## src/rtl/bcd_display_seq.sv

```systemverilog
// Sequential signed-binary to 7-segment driver: shift-add-3 conversion of |in|,
// one bit per clock, then an atomic update of the held digits, sign and overflow.
module bcd_display_seq #(
  parameter int WIDTH  = 8,
  parameter int DIGITS = 3,
  parameter bit LZB    = 1'b0
) (
  input  logic                  clock,
  input  logic                  reset,
  input  logic [WIDTH-1:0]      in,
  input  logic                  start,
  input  logic                  cu_showDisplay,
  output logic [7*DIGITS-1:0]   seg,
  output logic                  negative,
  output logic                  overflow,
  output logic                  busy,
  output logic                  done
);

  localparam int BW = 4 * DIGITS;
  localparam int CW = $clog2(WIDTH + 1);

  typedef enum logic [1:0] {ST_IDLE, ST_CONV, ST_DONE} state_t;

  state_t              state_reg, state_next;
  logic [BW-1:0]       bcd_reg, bcd_next;
  logic [WIDTH-1:0]    mag_reg, mag_next;
  logic [CW-1:0]       cnt_reg, cnt_next;
  logic                sign_reg, sign_next;
  logic                ovf_reg, ovf_next;
  logic [7*DIGITS-1:0] held_seg_reg, held_seg_next;
  logic                negative_reg, negative_next;
  logic                overflow_reg, overflow_next;
  logic                done_reg, done_next;

  logic [BW-1:0]       bcd_adj;
  logic [7*DIGITS-1:0] disp_seg;

  function automatic logic [6:0] seg_of(input logic [3:0] d);
    case (d)
      4'd0:    seg_of = 7'h40;
      4'd1:    seg_of = 7'h79;
      4'd2:    seg_of = 7'h24;
      4'd3:    seg_of = 7'h30;
      4'd4:    seg_of = 7'h19;
      4'd5:    seg_of = 7'h12;
      4'd6:    seg_of = 7'h02;
      4'd7:    seg_of = 7'h78;
      4'd8:    seg_of = 7'h00;
      4'd9:    seg_of = 7'h10;
      default: seg_of = 7'h7F;
    endcase
  endfunction

  // Per-digit add-3 correction and display encoding of the finished BCD value.
  genvar gi;
  generate
    for (gi = 0; gi < DIGITS; gi++) begin : g_digit
      assign bcd_adj[4*gi +: 4] = (bcd_reg[4*gi +: 4] >= 4'd5) ?
                                  bcd_reg[4*gi +: 4] + 4'd3 : bcd_reg[4*gi +: 4];
      if (gi == 0 || !LZB) begin : g_plain
        assign disp_seg[7*gi +: 7] = ovf_reg ? 7'h3F : seg_of(bcd_reg[4*gi +: 4]);
      end else begin : g_lzb
        // A digit stays lit if it or any more significant digit is nonzero.
        logic nz_above;
        assign nz_above = |bcd_reg[BW-1:4*gi];
        assign disp_seg[7*gi +: 7] = ovf_reg ? 7'h3F :
                                     (nz_above ? seg_of(bcd_reg[4*gi +: 4]) : 7'h7F);
      end
    end
  endgenerate

  always_ff @(posedge clock or posedge reset) begin
    if (reset) begin
      state_reg    <= ST_IDLE;
      bcd_reg      <= '0;
      mag_reg      <= '0;
      cnt_reg      <= '0;
      sign_reg     <= 1'b0;
      ovf_reg      <= 1'b0;
      held_seg_reg <= '1;
      negative_reg <= 1'b0;
      overflow_reg <= 1'b0;
      done_reg     <= 1'b0;
    end else begin
      state_reg    <= state_next;
      bcd_reg      <= bcd_next;
      mag_reg      <= mag_next;
      cnt_reg      <= cnt_next;
      sign_reg     <= sign_next;
      ovf_reg      <= ovf_next;
      held_seg_reg <= held_seg_next;
      negative_reg <= negative_next;
      overflow_reg <= overflow_next;
      done_reg     <= done_next;
    end
  end

  always_comb begin
    state_next    = state_reg;
    bcd_next      = bcd_reg;
    mag_next      = mag_reg;
    cnt_next      = cnt_reg;
    sign_next     = sign_reg;
    ovf_next      = ovf_reg;
    held_seg_next = held_seg_reg;
    negative_next = negative_reg;
    overflow_next = overflow_reg;
    done_next     = 1'b0;
    case (state_reg)
      ST_IDLE: begin
        if (start) begin
          sign_next  = in[WIDTH-1];
          // Unsigned WIDTH-bit magnitude keeps the most negative value exact.
          mag_next   = in[WIDTH-1] ? (~in + 1'b1) : in;
          bcd_next   = '0;
          ovf_next   = 1'b0;
          cnt_next   = CW'(WIDTH);
          state_next = ST_CONV;
        end
      end
      ST_CONV: begin
        bcd_next = {bcd_adj[BW-2:0], mag_reg[WIDTH-1]};
        mag_next = {mag_reg[WIDTH-2:0], 1'b0};
        ovf_next = ovf_reg | bcd_adj[BW-1];
        cnt_next = cnt_reg - 1'b1;
        if (cnt_reg == CW'(1)) state_next = ST_DONE;
      end
      ST_DONE: begin
        held_seg_next = disp_seg;
        negative_next = sign_reg;
        overflow_next = ovf_reg;
        done_next     = 1'b1;
        state_next    = ST_IDLE;
      end
      default: state_next = ST_IDLE;
    endcase
  end

  assign seg      = cu_showDisplay ? held_seg_reg : '1;
  assign negative = negative_reg;
  assign overflow = overflow_reg;
  assign busy     = (state_reg != ST_IDLE);
  assign done     = done_reg;

endmodule
```

## config.mk

```make
export PLATFORM = sky130hd
export DESIGN_NAME = bcd_display_seq
export DESIGN_NICKNAME = d
export VERILOG_FILES = /design/src/rtl/bcd_display_seq.sv
export SDC_FILE = /design/constraint.sdc
export NUM_CORES = 1
export LEC_CHECK = 0
export CAP_MARGIN = 20
export CORE_UTILIZATION = 45
export CTS_CLUSTER_DIAMETER = 150
export DETAILED_ROUTE_END_ITERATION = 8
export HOLD_SLACK_MARGIN = 0.02
export PLACE_DENSITY = 0.73
export SYNTH_ARGS = -nofsm -noshare
export SYNTH_HDL_FRONTEND = slang
export SYNTH_SLANG_ARGS = --single-unit
```

## constraint.sdc

```tcl
create_clock -name clock -period 2.14 [get_ports clock]
set_input_delay 0.321 -clock clock [delete_from_list [all_inputs] [get_ports clock]]
set_output_delay 0.321 -clock clock [all_outputs]
set_load 0.03 [all_outputs]
```

==> run metrics <==
die area=0.00704 sq mm; cell count after placement=438; Starting Density=47.0%; final routed DRC violation total=8; Clock Skew=5.10 ps; final net count=400; Die H=83.9 um; Pwr per Cell Area=1450 mW/mm^2; Setup crit start kind=flip-flop; HPWL Detailed=4220 um; mapped cell area=0.00302 sq mm; Clock Path Buffers=2; Worst Path Max Fanout=9; Crit Path Category=reg2out; Final Slew Violations=0; GRT overflow=0; Max Fclk=502 MHz; Worst setup EP type=output pin; Storage cell area=0.00133 sq mm; first-iteration detailed-routing DRC count=133; Worst Setup SP=state_reg[0]$_DFFE_PP0P_; Multi-input gate area=0.00153 sq mm; maximum vdd drop=0.661 mV; Max-cap violations=0; PortBufs=36; Worst-Skew Late Latency=310 ps; CTS tree=built; clk slew on worst S/H paths=90 ps; final wirelength=5880 um; per-cell routed wire length=13.2 um; FP Rows=29; minimum clock period=1990 ps; first-pass GRT wire length=10400 um; Cells after Synth=337; flip-flop count of the largest register after layout=21; Unique masters post-synth=38; FF-to-FF End=bcd_reg[9]$_DFFE_PP0P_; Setup-failing EPs final=0; Seq cells post-synth=52; FILL cells=606; root buf cell=clkbuf_8; failing checks=design-rule violations; status=finished with violations; Layout area overhead=16.4%; CTS Hold Buffers Added=0; setup TNS=0 ps; Min Hold Slack=361 ps; H-tree Lvls=2; total number of vias=2351; Pre-antenna DRT Iters=6; most common cell after layout, fill and taps aside=nand2_1; initial antenna violation count=0; post-CTS resize count=0; ANT nets after route=0; Leakage=0.00153 uW; TritonCTS Buffers=5; R2R Path Start=bcd_reg[9]$_DFFE_PP0P_; vias in the first global route=2224; share of cells above drive strength 1=16.5%; Antenna diodes=0; setup bufs post-CTS=0; commonest non-fill, non-tap cells in the layout=nand2_1 (41), dfrtp_1 (31), o21ai_0 (30); GPL Wtd Cong=0.815; period utilization=93.1%; end point of the critical path=busy; worst hold path class=in2async; Hold Vio Cnt, Final=0; post-synthesis sequential area ratio=44.0%; gr usage total=18.4%; Max-slew headroom=56.8%; pin count of the biggest net entering global routing=53; R2R Setup Slk=380 ps; Layout Cells excl Fill=446; critical path data arrival time=1670 ps; CTS Sinks=52; Vias/cell=5.27; Mapped Avg Cell Area=8.96 sq um; Syn Nets=369; CP Data Required Time=1820 ps; YS warnings=0; RSZ-0062 raised after global routing=false; Core Area=0.00642 sq mm; # IOs=37; Die W=83.9 um; Tightest Pin Transition=648 ps; r2r worst-path depth=6
-- synth_stat cells --
library cell  count  area share (%)
a211oi_1          2            0.50
a21o_1            1            0.25
a21oi_1          24             4.0
a22o_1            1            0.29
a22oi_1           7             1.7
a31oi_1           2            0.41
a32oi_1           1            0.29
and2_1            2            0.41
and3_1            2            0.41
buf_2            12             2.0
clkbuf_1          6            0.75
clkbuf_2          2            0.33
dfrtp_1          31              26
dfstp_2          21              18
ha_1             20             8.3
inv_1            19             2.4
mux2i_1           3            0.99
nand2_1          41             5.1
nand2b_1         27             5.6
nand3_1           5            0.83
nor2_1           29             3.6
nor2b_1           2            0.41
nor3_1            2            0.33
nor3b_1           2            0.50
nor3b_2           1            0.41
nor4b_1           1            0.29
o211ai_1          1            0.25
o21ai_0          31             5.1
o21ai_1           3            0.50
o21ai_2           1            0.29
o21bai_1          2            0.50
o22a_1           10             2.9
o311ai_0          3            0.87
o31a_1            1            0.29
o31ai_1           4            0.99
or4_1             2            0.50
xnor2_1           9             2.6
xor2_1            4             1.2
-- through the flow --
| stage | power (uW) | setup slack (ps) | util [%] | area (sq um) |
|---|---|---|---|---|
| after global placement | 4360 | 304 | 53.0 | 3400 |
| after CTS | 5150 | 137 | 54.7 | 3520 |
| after global routing | 5560 | 7.05 | 54.7 | 3520 |
| after detailed placement | 4450 | 273 | 53.0 | 3400 |
| after floorplan | 3790 | 596 | - | 3020 |
| final | 5110 | 149 | 54.7 | 3520 |
-- logic make-up (layout without fill, tap and decap cells) --
kind of cell | count (synthesis) | count (layout) | share of synthesized area (%)
simple gates | 116 | 116 | 18.4
compound gates | 94 | 94 | 19.2
flops | 52 | 52 | 44.0
buf+inv | 39 | 71 | 5.43
fa+ha+maj | 20 | 20 | 8.29
xor+xnor | 13 | 13 | 3.77
mux | 3 | 3 | 0.994
-- routing by layer --
layer  vias to the layer above  track usage, %  part of all wire, %
li1                       1206               -                    -
met1                      1081            23.2                   48
met2                        53            31.1                   46
met3                        11            3.56                  4.0
met4                         0            7.52                  2.2
met5                         -               0                    0
-- power by group --
group,total [uW],internal [uW],switching [uW]
clock network,675,346,329
registers,1980,1510,479
logic,2450,1100,1350
-- critical path, cell delays in order, from the launching register on --
cell and delay, ps:
dfrtp_1 530, nor2_1 110, inv_1 70, clkdlybuf4s50_1 660
-- layout make-up --
class                      instances  share of cell area (%)
multi-input combinational        246                    43.5
sequential                        52                    37.8
timing repair buffer              44                    10.8
tap                               77                    2.74
inverter                          19                    2.03
clock buffer                       5                    1.96
clock inverter                     3                    1.21
-- how the worst min path moves through the flow --
stage | start | endpoint | cells after the start
after floorplan | sign_reg$_DFFE_PP0P_ | negative$_DFFE_PP0P_ | 2
after global placement | sign_reg$_DFFE_PP0P_ | negative$_DFFE_PP0P_ | 2
after detailed placement | sign_reg$_DFFE_PP0P_ | negative$_DFFE_PP0P_ | 2
after CTS | reset | bcd_reg[7]$_DFFE_PP0P_ | 3
after global routing | reset | mag_reg[1]$_DFFE_PP0P_ | 3
final | reset | bcd_reg[7]$_DFFE_PP0P_ | 3
(Power assumes the default switching activity.)
